`src/rtl/spi_slave_sys_bridge.sv`:
```
// SPI responder (clock idles high, sample on rising edge, MSB first) that turns
// 8-bit command + 32-bit data frames into single system-bus reads and writes.
module spi_slave_sys_bridge #(
  parameter logic [31:0] ADDR_BASE = 32'h0,
  parameter int unsigned ACK_TO    = 16
) (
  input  logic        clk_i,
  input  logic        rstn_i,
  input  logic        spi_cs_i,
  input  logic        spi_clk_i,
  input  logic        spi_mosi_i,
  output logic        spi_miso_o,
  output logic        spi_miso_t,
  output logic [31:0] sys_addr,
  output logic [31:0] sys_wdata,
  output logic        sys_wen,
  output logic        sys_ren,
  input  logic [31:0] sys_rdata,
  input  logic        sys_ack,
  input  logic        sys_err,
  output logic        frm_err_o
);

  typedef enum logic [2:0] {
    IDLE, CMD, RD_REQ, RD_DATA, WR_DATA, WR_REQ, DONE
  } state_t;

  localparam logic [7:0] TO_LAST  = 8'(ACK_TO - 1);
  localparam logic [5:0] LAST_BIT = 6'd40;

  logic        cs_s1, cs_s2, cs_d;
  logic        sck_s1, sck_s2, sck_d;
  logic        mosi_s1, mosi_s2, mosi_d;
  state_t      state, state_n;
  logic [5:0]  bit_cnt, sh_cnt;
  logic [30:0] rx_sh;
  logic [31:0] tx_sh, tx_load;
  logic [6:0]  idx, cmd_idx;
  logic [7:0]  tmr;
  logic        abort_pend, miso_q;
  logic        cs_fall, cs_rise, rise_v, fall_v;
  logic        bus_wait, ack_ok, to_hit, bus_done;
  logic        start_rd, start_wr, err_n, abort_set;

  always_ff @(posedge clk_i) begin
    if (!rstn_i) begin
      {cs_s1, cs_s2, cs_d}       <= 3'b111;
      {sck_s1, sck_s2, sck_d}    <= 3'b111;
      {mosi_s1, mosi_s2, mosi_d} <= 3'b000;
    end else begin
      {cs_s1, cs_s2, cs_d}       <= {spi_cs_i, cs_s1, cs_s2};
      {sck_s1, sck_s2, sck_d}    <= {spi_clk_i, sck_s1, sck_s2};
      {mosi_s1, mosi_s2, mosi_d} <= {spi_mosi_i, mosi_s1, mosi_s2};
    end
  end

  assign cs_fall = !cs_s2 && cs_d;
  assign cs_rise = cs_s2 && !cs_d;
  // SPI clock edges only count while cs is low, so an edge coincident with a cs rise is dropped.
  assign rise_v  = !cs_s2 && sck_s2 && !sck_d;
  assign fall_v  = !cs_s2 && !sck_s2 && sck_d;
  assign cmd_idx = {rx_sh[5:0], mosi_d};

  assign bus_wait = (state == RD_REQ) || (state == WR_REQ);
  assign ack_ok   = bus_wait && sys_ack;
  assign to_hit   = bus_wait && !sys_ack && (tmr == TO_LAST);
  assign bus_done = ack_ok || to_hit;
  // Data bits already clocked out while the read was pending are skipped.
  assign tx_load  = (to_hit ? 32'h0 : sys_rdata) << sh_cnt;

  always_ff @(posedge clk_i) begin
    if (!rstn_i) state <= IDLE;
    else         state <= state_n;
  end

  always_comb begin
    state_n   = state;
    start_rd  = 1'b0;
    start_wr  = 1'b0;
    err_n     = 1'b0;
    abort_set = 1'b0;
    case (state)
      IDLE: if (cs_fall) state_n = CMD;
      CMD: begin
        if (cs_rise) begin
          state_n = IDLE;
          err_n   = 1'b1;
        end else if (rise_v && bit_cnt == 6'd7) begin
          if (rx_sh[6]) begin
            state_n  = RD_REQ;
            start_rd = 1'b1;
          end else begin
            state_n = WR_DATA;
          end
        end
      end
      RD_REQ: begin
        abort_set = cs_rise && (bit_cnt != LAST_BIT);
        if (bus_done) begin
          err_n   = to_hit || sys_err || abort_pend || abort_set;
          state_n = (abort_pend || abort_set) ? IDLE : RD_DATA;
        end
      end
      RD_DATA: begin
        if (bit_cnt == LAST_BIT) begin
          state_n = DONE;
        end else if (cs_rise) begin
          state_n = IDLE;
          err_n   = 1'b1;
        end
      end
      WR_DATA: begin
        if (cs_rise) begin
          state_n = IDLE;
          err_n   = 1'b1;
        end else if (rise_v && bit_cnt == 6'd39) begin
          state_n  = WR_REQ;
          start_wr = 1'b1;
        end
      end
      WR_REQ: begin
        if (bus_done) begin
          state_n = DONE;
          err_n   = to_hit || sys_err;
        end
      end
      DONE: if (cs_s2) state_n = IDLE;
      default: state_n = IDLE;
    endcase
  end

  always_ff @(posedge clk_i) begin
    if (!rstn_i) begin
      bit_cnt    <= '0;
      sh_cnt     <= '0;
      rx_sh      <= '0;
      tx_sh      <= '0;
      idx        <= '0;
      tmr        <= '0;
      abort_pend <= 1'b0;
      miso_q     <= 1'b0;
      sys_addr   <= '0;
      sys_wdata  <= '0;
      sys_wen    <= 1'b0;
      sys_ren    <= 1'b0;
      frm_err_o  <= 1'b0;
    end else begin
      sys_ren   <= start_rd;
      sys_wen   <= start_wr;
      frm_err_o <= err_n;

      if (state == IDLE) begin
        bit_cnt <= '0;
        rx_sh   <= '0;
      end else if (rise_v && state != DONE && bit_cnt != LAST_BIT) begin
        bit_cnt <= bit_cnt + 6'd1;
        rx_sh   <= {rx_sh[29:0], mosi_d};
      end

      if (state == CMD && rise_v && bit_cnt == 6'd7) idx <= cmd_idx;
      if (start_rd) sys_addr <= ADDR_BASE | {23'd0, cmd_idx, 2'b00};
      if (start_wr) begin
        sys_addr  <= ADDR_BASE | {23'd0, idx, 2'b00};
        sys_wdata <= {rx_sh, mosi_d};
      end

      if (start_rd || start_wr) tmr <= '0;
      else if (bus_wait)        tmr <= tmr + 8'd1;

      if (abort_set)     abort_pend <= 1'b1;
      else if (bus_done) abort_pend <= 1'b0;

      // MISO shifts on each falling edge; outside the read data phase it is held at 0.
      if (state == IDLE) begin
        tx_sh  <= '0;
        sh_cnt <= '0;
        miso_q <= 1'b0;
      end else if (state == RD_REQ && bus_done) begin
        if (fall_v) begin
          miso_q <= tx_load[31];
          tx_sh  <= {tx_load[30:0], 1'b0};
          sh_cnt <= sh_cnt + 6'd1;
        end else begin
          tx_sh <= tx_load;
        end
      end else if (fall_v && (state == RD_REQ || state == RD_DATA)) begin
        miso_q <= tx_sh[31];
        tx_sh  <= {tx_sh[30:0], 1'b0};
        sh_cnt <= sh_cnt + 6'd1;
      end else if (state != RD_REQ && state != RD_DATA) begin
        miso_q <= 1'b0;
      end
    end
  end

  assign spi_miso_o = miso_q;
  assign spi_miso_t = cs_s2;

endmodule

```
`config.mk`:
```
export PLATFORM = sky130hd
export DESIGN_NAME = spi_slave_sys_bridge
export DESIGN_NICKNAME = d
export VERILOG_FILES = /design/src/rtl/spi_slave_sys_bridge.sv
export SDC_FILE = /design/constraint.sdc
export NUM_CORES = 1
export LEC_CHECK = 0
export BUFFER_PORTS_ARGS = -buffer_cell sky130_fd_sc_hd__buf_2
export CAP_MARGIN = 20
export CORE_MARGIN = 8
export CORE_UTILIZATION = 55
export DETAILED_ROUTE_END_ITERATION = 7
export PLACE_DENSITY = 0.77
export SLEW_MARGIN = 20
export SYNTH_ARGS = -nofsm -noshare
export SYNTH_HDL_FRONTEND = slang
export SYNTH_SLANG_ARGS = --single-unit
```
`constraint.sdc`:
```
create_clock -name clk_i -period 2.81 [get_ports clk_i]
set_input_delay 0.281 -clock clk_i [delete_from_list [all_inputs] [get_ports clk_i]]
set_output_delay 0.281 -clock clk_i [all_outputs]
set_load 0.01 [all_outputs]
```
==> impl_metrics.csv <==
group,metric,value,unit
status,outcome,"complete, no violations",
yosys,synth_area_leader_cell,"dfxtp_1",
clock_tree,cts_resized,0,
timing,timing.final.max_slew_violations,0,
worst_hold_path,min_to,"cs_s1$_SDFF_PN1_",
yosys,yosysMostFrequentCell,"nand2_1",
yosys,synth_edf_count,0,
timing,max_freq,389,MHz
worst_setup_path,cp_cell_sequence,"ha_1 -> or4bb_1 -> or4b_1 -> nor2_8 -> mux2i_1 -> nand2_1 -> o211a_1",
clock_tree,cts_sinks,146,
clock_tree,post_cts.repair.setup_buffers,0,
global_route,grt_pass1_vias,6738,
run,maxCapViolCount,0,
yosys,synth_top_family_by_area,"simple AND/OR/NAND/NOR gates",
worst_setup_path,r2r-end,"sys_addr[7]$_SDFFE_PN0P_",
timing,timing.slew.headroom,51.1,%
yosys,synth_area_leaders,"dfxtp_1 (36%), nand2_1 (9.5%), mux4_2 (7.8%)",
yosys,yosys.area.top_type_share,36.1,%
yosys,muxShareOfSynthArea,14.4,%
clock_tree,insertion_delay,420,ps
timing,setup_viol_count_final,0,
timing,period_minus_slack,2570,ps
layout,final_util,63.7,%
global_route,antenna_found_initial,0,
worst_setup_path,cp_max_fo,9,
layout,layout.nets,1068,
routing,ant_nets,0,
routing,vias,7203,
yosys,synth.distinct_cells,72,
worst_hold_path,hp-start,"spi_cs_i",
worst_setup_path,critPathKind,"flip-flop to flip-flop",
worst_setup_path,end_kind,"flip-flop",
global_route,grt_pass1_wl,32200,um
yosys,netlist_instances,964,
timing,tightest_slew,723,ps
worst_setup_path,cp.required,3120,ps
yosys,synth_area,8090,um^2
global_route,grt_max_degree,52,
worst_setup_path,rrSetupSlack,240,ps
floorplanning,ios,108,
floorplanning,dieWidth,137,um
clock_tree,ctsHoldBuffers,0,
yosys,syn_area_per_cell,8.39,um^2
placed_design,portBuffers,82,
timing,grt_setup_unrepaired,"false",
yosys,yosysSeqAreaShare,36.1,%
timing,hold_violations,0,
yosys,synth_commonest_cells,"nand2_1 (205), dfxtp_1 (146), nor2_1 (55)",
yosys,yosysWarnings,0,
worst_hold_path,min_path_type,"input port to flip-flop",
clock_tree,cts.path.max_buffers,2,
routing,vias_per_cell,5.90,
floorplanning,die_y,137,um
floorplanning,dieArea,18800,um^2
timing,fin_worst_skew,12.5,ps
clock_tree,cts.reportedPaths.clkPinSlew,60,ps
power_and_ir_drop,leakage,0.00356,uW
worst_setup_path,crit_buf_inv,0,
floorplanning,start_util,55.9,%
global_route,grt.total_usage,21.0,%
floorplanning,coreArea,14500,um^2
timing,setup-tns-final,0,ps
routing,drc,0,
worst_setup_path,slowest_delay,640,ps
floorplanning,row_count,44,
clock_tree,numCtsBuffers,17,
yosys,synthXorXnorAreaFrac,1.84,%
clock_tree,cts_tree,"built",
yosys,ys.flop_type,"dfxtp_1",
yosys,synth-simple-area-share,22.7,%
yosys,synthAdderAreaFrac,0.619,%
worst_setup_path,slowest_stage,"or4b_1",
worst_setup_path,worst_path_dominant_cell_family,"simple AND/OR/NAND/NOR gates",
placed_design,dp_hpwl,13600,um
routing,wl_per_cell,16.0,um
layout,multi_input_area,4760,um^2
routing,drt_iter0_markers,729,
worst_hold_path,min_path_cells,2,
worst_setup_path,reg2reg_depth,7,
timing,timing.final.crit_share,91.6,%
yosys,ys_ff_latch,146,
power_and_ir_drop,ir_drop,0.456,mV
layout,n_antenna_cell,0,
routing,drt-total-wl,19500,um
power_and_ir_drop,power.density,540,nW/um^2
yosys,synth_compound_area_share,17.7,%
clock_tree,cts_root_buf,"clkbuf_16",
yosys,async_flop_share,0,%
layout,area_delta_synth_final,13.9,%
placed_design,place.gp.congestion,0.937,
layout,layout-drive-gt1-share,19.6,%
global_route,overflow,0,
routing,firstDrtPassIters,5,
layout,fillers,1234,
clock_tree,cts_max_level,4,
worst_setup_path,start_kind,"flip-flop",
worst_setup_path,crit_arrival,2890,ps
worst_setup_path,reg2reg_from,"bit_cnt[0]$_SDFFE_PP0P_",
layout,regArea,2930,um^2
[cells in the final DEF, fill, tap and decap left out, types with 4 or more instances in the layout]
cell	count
a21boi_0	27
a21boi_1	5
a21oi_1	43
a31oi_1	11
and2_1	9
and3_1	7
buf_2	82
buf_4	30
clkbuf_16	17
conb_1	25
dfxtp_1	144
ha_1	4
inv_1	8
inv_6	4
mux2_2	12
mux2i_1	40
mux4_2	28
nand2_1	205
nand2b_1	17
nand3_1	35
nand4_1	12
nor2_1	55
nor2b_1	14
nor3_1	14
nor4_1	5
o211a_1	9
o211ai_1	8
o21ai_0	47
o221a_2	4
o221ai_1	11
o22a_1	4
o22ai_1	13
xnor2_1	9
xor2_1	8
[per-stage QoR]
step	instances	worst slack, ps	hold slack [ps]	cell area, um^2	total power [uW]
2_1_floorplan	988	425	382	8180	2600
3_3_place_gp	1190	340	396	8640	2780
3_5_place_dp	1190	246	413	8640	2790
4_1_cts	1221	224	35.6	9220	4990
5_1_grt	1221	109	62.7	9220	5140
6_report	1221	237	47.8	9220	4980
[metal layers]
layer | vias up | global-route usage [%] | routed length, um
met3 | 29 | 4.27 | 1340
met1 | 3401 | 28.0 | 8620
li1 | 3503 | - | -
met5 | - | 0 | 0
met2 | 270 | 32.9 | 9240
met4 | 0 | 8.03 | 309
[worst max path at each step]
stage	cells after the start	end	start
2_1_floorplan	8	sys_addr[5]$_SDFFE_PN0P_	bit_cnt[0]$_SDFFE_PP0P_
3_3_place_gp	7	sys_addr[6]$_SDFFE_PN0P_	bit_cnt[0]$_SDFFE_PP0P_
3_5_place_dp	7	sys_addr[7]$_SDFFE_PN0P_	bit_cnt[0]$_SDFFE_PP0P_
4_1_cts	7	sys_addr[7]$_SDFFE_PN0P_	bit_cnt[0]$_SDFFE_PP0P_
5_1_grt	7	sys_addr[4]$_SDFFE_PN0P_	bit_cnt[0]$_SDFFE_PP0P_
6_report	7	sys_addr[7]$_SDFFE_PN0P_	bit_cnt[0]$_SDFFE_PP0P_
[cells by family after synthesis]
logic type / Yosys count
muxes: 80
and+or+nand+nor: 397
DFF: 146
AOI/OAI and AO/OA: 213
adders and majority gates: 4
other: 1
xor gates and xnor gates: 17
buffers and inverters: 106
[state kept, by name (all words and copies together), names as in the netlist, 3 cells and up]
register / count
bit_cnt: 6
idx: 7
rx_sh: 31
sh_cnt: 6
state: 3
sys_addr: 7
sys_wdata: 32
tmr: 8
tx_sh: 32
[worst register-to-register path, stage by stage (launching register included)]
cell	delay, ps
dfxtp_1	390
ha_1	210
or4bb_1	530
or4b_1	640
nor2_8	260
mux2i_1	240
nand2_1	70
o211a_1	140
[area by class of cell]
type / instances / share of cell area [%]
Timing Repair Buffer: 115 / 7.55
Multi-Input combinational cell: 736 / 51.6
Clock inverter: 10 / 1.34
Tap cell: 184 / 2.50
Inverter: 9 / 0.366
Clock buffer: 21 / 4.89
Sequential cell: 146 / 31.7
[where the power goes]
| part | internal (uW) | switching, uW | total [uW] | leakage, uW |
|---|---|---|---|---|
| Clock | 1340 | 880 | 2220 | 0.000275 |
| Combinational | 228 | 413 | 641 | 0.00211 |
| Sequential | 2090 | 26.8 | 2120 | 0.00118 |
| Total | 3660 | 1320 | 4980 | 0.00356 |
(Power assumes the default switching activity.)
